`src/rtl/instr_fetch_unit.sv`:
```
// instr_fetch_unit: owns the fetch PC, issues word reads to instruction memory, buffers PC-tagged words.
// Latency: grant in cycle n -> head valid to decode in n+2; sustains 1 instruction/cycle.
// Backpressure: requests stop while buffered + in-flight entries would exceed DEPTH; redirect flushes all.
module instr_fetch_unit #(
  parameter int          DEPTH    = 2,
  parameter logic [31:0] RESET_PC = 32'h0000_0000
) (
  input  logic        CLK,
  input  logic        Reset_n,
  input  logic        Redirect,
  input  logic [31:0] Redirect_PC,
  output logic        IMem_Req,
  output logic [31:0] IMem_Addr,
  input  logic        IMem_Gnt,
  input  logic        IMem_RValid,
  input  logic [31:0] IMem_RData,
  output logic        Instr_Valid,
  output logic [31:0] Instr,
  output logic [31:0] Instr_PC,
  input  logic        Instr_Ready
);

  localparam int PW = (DEPTH > 1) ? $clog2(DEPTH) : 1;
  localparam int CW = $clog2(DEPTH + 1);

  // Architectural state
  logic          r_run;
  logic [31:0]   r_fetch_pc;
  logic          r_inflight;
  logic [31:0]   r_inflight_pc;
  logic [PW-1:0] r_rd_ptr;
  logic [PW-1:0] r_wr_ptr;
  logic [CW-1:0] r_count;
  logic [31:0]   r_mem_pc    [DEPTH];
  logic [31:0]   r_mem_instr [DEPTH];

  // Combinational control
  logic          w_pop;
  logic          w_push;
  logic          w_grant;
  logic [CW:0]   w_occ;
  logic [31:0]   w_redirect_pc;

  // A redirect overrides the pop: the whole buffer is being discarded anyway.
  assign Instr_Valid   = (r_count != '0);
  assign w_pop         = Instr_Valid & Instr_Ready & ~Redirect;
  // Occupancy after this cycle's pop, counting the outstanding read as a reserved slot.
  assign w_occ         = {1'b0, r_count} + {{CW{1'b0}}, r_inflight} - {{CW{1'b0}}, w_pop};
  assign IMem_Req      = r_run & ~Redirect & (w_occ < (CW+1)'(DEPTH));
  assign IMem_Addr     = r_fetch_pc;
  assign w_grant       = IMem_Req & IMem_Gnt;
  // Responses with no outstanding read (e.g. straggling across a reset) are ignored.
  assign w_push        = IMem_RValid & r_inflight & ~Redirect;
  assign w_redirect_pc = Redirect_PC & 32'hFFFF_FFFC;
  assign Instr         = r_mem_instr[r_rd_ptr];
  assign Instr_PC      = r_mem_pc[r_rd_ptr];

  // Hold off the first request until the first clock edge after reset release.
  always_ff @(posedge CLK or negedge Reset_n) begin
    if (!Reset_n) begin
      r_run <= 1'b0;
    end else begin
      r_run <= 1'b1;
    end
  end

  // Fetch PC advance and single outstanding-read tracking; redirect wins over a grant.
  always_ff @(posedge CLK or negedge Reset_n) begin
    if (!Reset_n) begin
      r_fetch_pc    <= RESET_PC;
      r_inflight    <= 1'b0;
      r_inflight_pc <= '0;
    end else if (Redirect) begin
      r_fetch_pc <= w_redirect_pc;
      r_inflight <= 1'b0;
    end else begin
      r_inflight <= w_grant;
      if (w_grant) begin
        r_fetch_pc    <= r_fetch_pc + 32'd4;
        r_inflight_pc <= r_fetch_pc;
      end
    end
  end

  // FIFO pointers and occupancy; simultaneous push and pop leave the count unchanged.
  always_ff @(posedge CLK or negedge Reset_n) begin
    if (!Reset_n) begin
      r_rd_ptr <= '0;
      r_wr_ptr <= '0;
      r_count  <= '0;
    end else if (Redirect) begin
      r_rd_ptr <= '0;
      r_wr_ptr <= '0;
      r_count  <= '0;
    end else begin
      if (w_push) begin
        r_wr_ptr <= r_wr_ptr + PW'(1);
      end
      if (w_pop) begin
        r_rd_ptr <= r_rd_ptr + PW'(1);
      end
      case ({w_push, w_pop})
        2'b10:   r_count <= r_count + CW'(1);
        2'b01:   r_count <= r_count - CW'(1);
        default: r_count <= r_count;
      endcase
    end
  end

  // FIFO storage: each returned word is written together with the PC it was fetched from.
  always_ff @(posedge CLK or negedge Reset_n) begin
    if (!Reset_n) begin
      for (int i = 0; i < DEPTH; i++) begin
        r_mem_pc[i]    <= '0;
        r_mem_instr[i] <= '0;
      end
    end else if (w_push) begin
      r_mem_pc[r_wr_ptr]    <= r_inflight_pc;
      r_mem_instr[r_wr_ptr] <= IMem_RData;
    end
  end

endmodule

```
`config.mk`:
```
export PLATFORM = sky130hd
export DESIGN_NAME = instr_fetch_unit
export DESIGN_NICKNAME = d
export VERILOG_FILES = /design/src/rtl/instr_fetch_unit.sv
export SDC_FILE = /design/constraint.sdc
export NUM_CORES = 1
export LEC_CHECK = 0
export CAP_MARGIN = 20
export CORE_ASPECT_RATIO = 0.75
export CORE_MARGIN = 2
export CORE_UTILIZATION = 55
export CTS_BUF_LIST = sky130_fd_sc_hd__clkbuf_16
export CTS_CLUSTER_SIZE = 30
export DETAILED_ROUTE_END_ITERATION = 8
export GPL_ROUTABILITY_DRIVEN = 0
export PLACE_DENSITY = 0.84
export RECOVER_POWER = 50
export SYNTH_ARGS = -nofsm -noshare
export SYNTH_HDL_FRONTEND = slang
export SYNTH_SLANG_ARGS = --single-unit
```
`constraint.sdc`:
```
create_clock -name CLK -period 10.5 [get_ports CLK]
set_clock_uncertainty 0.05 [all_clocks]
set_input_delay 3.15 -clock CLK [delete_from_list [all_inputs] [get_ports CLK]]
set_output_delay 3.15 -clock CLK [all_outputs]
set_load 0.02 [all_outputs]
```
## Yosys cells after proc, flatten, opt, wreduce, memory -nomap -nowiden

Cells that the tools add are included.
W data, S select, Z words.

- Reductions and logical operators: 7
- $add $sub $neg: 7
- Bitwise gates (word level): 10
- Equal/unequal tests: 2
- Mux-type cells: 19
- Order comparisons: 4

Operators by type and width:

| kind | count |
|---|---|
| $mux W32 | 9 |
| $bwmux W64 | 2 |
| $add A32 B3 Y32 const B | 1 |
| $demux W32 S1 | 1 |
| $reduce_bool A2 Y1 | 4 |
| $and A1 B1 Y1 | 7 |
| $mux W1 | 5 |
| $ge A2 B2 Y1 const B | 2 |
| $not A1 Y2 | 2 |
| $pmux W2 S2 | 1 |
| $add A2 B1 Y3 | 1 |
| $lt A3 B2 Y1 const B | 1 |
| $reduce_bool A3 Y1 | 1 |
| $sub A3 B1 Y3 | 1 |
| $add A1 B1 Y1 const B | 2 |
| $add A2 B1 Y2 const B | 1 |
| $eq A2 B1 Y1 const B | 1 |
| $eq A2 B2 Y1 const B | 1 |
| $lt A2 B1 Y1 const B | 1 |
| $mux W2 | 1 |
| $reduce_and A2 Y1 | 1 |
| $sub A2 B1 Y2 const B | 1 |
| $logic_and A1 B1 Y1 | 1 |
| $not A1 Y1 | 1 |

- Logic and storage cells: 60
- Output and inout bits: 98
- Register bits: 198

## Longest topological paths before layout

- Word-level depth: 9
- Depth in mapped cells: 15
- Depth with buffers taken out: 13

## Least setup slack after synthesis

OpenSTA, ideal clock, no wires.

- Kind: input to output
- From: input Redirect
- To: output IMem_Req
- Path slack: 2.254 ns
- Data required time: 7.300 ns
- Stages on the path: 8
- Arrival time: 5.046 ns
- Buffers on the path: 2
- Path through: clkbuf_1 clkbuf_1 nor2_1 ha_1 nand2b_1 fa_1 and3b_1 and2_1

- Word-level cells in the longest chain between the ends: 5
- Elaborated cells between the ends (all ways): 6
- Those cells by class: add/sub (1); order compare (1); bitwise (4)

RTL lines:

| what | line | source |
|---|---|---|
| start: declaration | 10 | `input logic Redirect,` |
| $not A1 Y1 (no line) * | - |  |
| $and A1 B1 Y1 | 46 | `assign w_pop = Instr_Valid & Instr_Ready & ~Redirect;` |
| $sub A3 B1 Y3 | 48 | `assign w_occ = {1'b0, r_count} + {{CW{1'b0}}, r_inflight} - {{CW{1'b0}}, w_pop};` |
| $lt A3 B2 Y1 | 49 | `assign IMem_Req = r_run & ~Redirect & (w_occ < (CW+1)'(DEPTH));` |
| $and A1 B1 Y1 * | 49 |  |
| end: declaration | 12 | `output logic IMem_Req,` |

Every way passes the cells marked *; elsewhere a longest branch is shown, timed or not.

## Worst setup path in the final report

- From: input Instr_Ready
- To: output IMem_Req

- Word-level cells in the longest chain between the ends: 5

RTL lines:

| what | line | source |
|---|---|---|
| start: declaration | 20 | `input logic Instr_Ready` |
| $and A1 B1 Y1 (2 in series) | 46 |  |
| $sub A3 B1 Y3 | 48 |  |
| $lt A3 B2 Y1 | 49 |  |
| $and A1 B1 Y1 | 49 |  |

Every way passes these cells.

==> impl_metrics.py <==
metrics = {
    "run_status": {
        "status": "finished with violations",
        "violations": "capacitance limit, slew limit",
    },
    "critical_path": {
        "reg2reg_from": "r_count[1]",
        "timing.rr.end": "IMem_Addr[5]",
        "r2r_cells": 14,
        "crit_type": "in -> out",
        "crit_fanout": 3,
        "cp.arrival_ns": 5.69,
        "critPathLaunchType": "input pin",
        "rrSetupSlack_ns": 6.22,
        "crit_required_ns": 7.30,
        "worst_setup_path_end_kind": "primary output",
    },
    "drt": {
        "drc": 0,
        "via_count": 6181,
        "ant_nets": 0,
        "drtIter0Drc": 461,
        "wl_um": 20000,
        "wl_per_cell_um": 18.4,
        "drtPass1Iterations": 5,
        "vias_per_cell": 5.69,
    },
    "global_route": {
        "grt_pass1_vias": 6359,
        "antenna_found_initial": 0,
        "grt_pass1_wl_um": 32900,
        "grt_usage": 0.252,
        "grt_overflow": 0,
        "grt_max_degree": 108,
    },
    "synth": {
        "yosys_warnings": 0,
        "syn_avg_cell_area_um2": 12.0,
        "yosysUniqueCellTypes": 48,
        "syn_area_um2": 8610,
        "yosysSeqAreaShare": 0.552,
        "ys_ff_latch": 190,
        "netlist_instances": 717,
        "synth_top_flop_cell": "dfrtp_1",
        "synthArstFlopShare": 1.00,
        "synth_edf_count": 0,
    },
    "die": {
        "die_h_um": 112,
        "dieArea_um2": 16700,
        "rows": 39,
        "io_pins": 168,
        "initial_utilization": 0.564,
        "core_area_um2": 15300,
        "die_w_um": 149,
    },
    "run": {
        "drv_cap": 2,
    },
    "power_and_ir_drop": {
        "finalPower_mw": 2.07,
        "power.leakage_nw": 4.96,
        "powerDensity_nw_per_um2": 189,
        "peakVddDrop_mv": 0.112,
    },
    "layout": {
        "syn_to_final_growth_pct": 27.3,
        "layout-drive-gt1-share": 0.267,
        "layout_commonest_cell": "dfrtp_1",
        "fillerInstances": 1019,
        "fin_nets": 941,
        "seq_area_um2": 4760,
        "multi_input_area_um2": 3650,
        "antenna_cells": 0,
        "final_cell_mix": "189 x dfrtp_1, 185 x mux2_2, 153 x clkdlybuf4s50_1",
    },
    "sta": {
        "fin_crit_sh": 0.847,
        "hold_viol_final": 0,
        "final_max_slew_viol_count": 121,
        "timing.fmax_mhz": 112,
        "max_slew_margin": -2.75,
        "rsz0062_at_grt": "false",
        "worst_hold_slack_ns": 0.452,
        "fin_crit_ns": 8.89,
        "setup_tns_ns": 0,
        "tightest_slew_ns": 5.63,
        "finalSetupViolCount": 0,
    },
    "clock_tree": {
        "root_buffer": "clkbuf_16",
        "worstSkewPairLatency_ns": 0.43,
        "post-cts-setup-buffer-count": 0,
        "htreeDepth": 4,
        "cts_resized": 0,
        "cts.sinks": 190,
        "ctsHoldBuffers": 0,
        "numCtsBuffers": 17,
        "clockBufferDepth": 2,
        "cts.reportedPaths.clkPinSlew_ns": 0.07,
        "tritoncts": "done",
    },
    "worst_hold_path": {
        "hold_class": "reg -> reg",
        "min_from": "r_inflight_pc[16]",
        "hold-path-cell-count": 2,
        "holdPathEnd": "r_inflight_pc[16]",
    },
    "placed_design": {
        "portBuffers": 161,
        "dp_hpwl_um": 13100,
    },
}
-- layer usage --
metal / routed length, um / track usage / part of all wire / vias to the layer above
met5: 0 / 0 / 0 / -
met4: 254 / 0.0648 / 0.013 / 0
met3: 1440 / 0.0646 / 0.072 / 30
met2: 9360 / 0.392 / 0.47 / 241
met1: 8980 / 0.358 / 0.45 / 3087
li1: - / - / - / 2823
-- synth_stat cells, types with 4 or more instances --
cell type / instances / share of area
nor3_1: 6 / 0.0035
inv_1: 7 / 0.0031
nand3_1: 27 / 0.016
nand4_1: 10 / 0.0073
o211ai_1: 11 / 0.0096
nand2_1: 125 / 0.054
xor2_1: 4 / 0.0041
nand3b_1: 6 / 0.0052
a22oi_1: 5 / 0.0044
or3_1: 4 / 0.0029
dfrtp_1: 190 / 0.55
o21ai_0: 22 / 0.013
nor2b_1: 7 / 0.0051
o311ai_0: 5 / 0.0051
a21oi_1: 4 / 0.0023
mux2_2: 186 / 0.24
buf_2: 16 / 0.0093
buf_4: 5 / 0.0044
clkbuf_1: 17 / 0.0074
nor2_1: 21 / 0.0092
-- flip-flops by register name, summed over array words and instances, names as in the netlist, 2 cells and up --
signal	cells
IMem_Addr	30
r_count	2
r_inflight_pc	30
r_mem_instr	64
r_mem_pc	60
-- stage by stage --
step	setup WS [ns]	util	instances	area, um2
finish	1.61	0.718	1086	11000
global route	1.18	0.718	1086	11000
CTS	1.67	0.718	1085	11000
detailed placement	1.67	0.679	1053	10400
global placement	1.68	0.679	1053	10400
floorplan	2.25	-	720	8630
-- kinds of logic after synthesis --
logic type | Yosys count | synth area share
AO/OA/AOI/OAI | 57 | 0.0431
XOR/XNOR | 7 | 0.00712
adder cells (fa/ha/maj) | 3 | 0.00523
buffers and inverters | 48 | 0.0256
flip-flops | 190 | 0.552
multiplexers | 186 | 0.243
other | 2 | 0.000872
AND/OR/NAND/NOR | 224 | 0.123
-- cell type report --
cell class	instances	area share
flip-flops and latches	190	0.434
inverters	8	0.00274
clock buffers	17	0.0388
well taps	205	0.0234
clock inverters	15	0.0157
multi-input cells	482	0.333
repair buffers	169	0.153
-- power breakdown --
part	switching [mW]	internal, mW
clock	0.308	0.342
combinational	0.235	0.270
sequential	0.0801	0.839
total	0.622	1.45
-- critical path, cell delays in order --
cell,delay [ns]
dlygate4sd3_1,0.56
nand2_1,0.10
nor2_1,0.05
ha_1,0.26
nand2b_1,0.16
fa_1,0.48
and3b_1,0.19
and2_1,0.13
clkdlybuf4s50_1,0.61
-- worst max path at each step --
| stage | from | to | depth (start not counted) |
|---|---|---|---|
| detailed placement | Instr_Ready | IMem_Req | 9 |
| CTS | Instr_Ready | IMem_Req | 9 |
| global placement | Instr_Ready | IMem_Req | 9 |
| global route | Reset_n | r_mem_instr[57] | 1 |
| floorplan | Redirect | IMem_Req | 8 |
| finish | Instr_Ready | IMem_Req | 9 |
(Power assumes the default switching activity.)
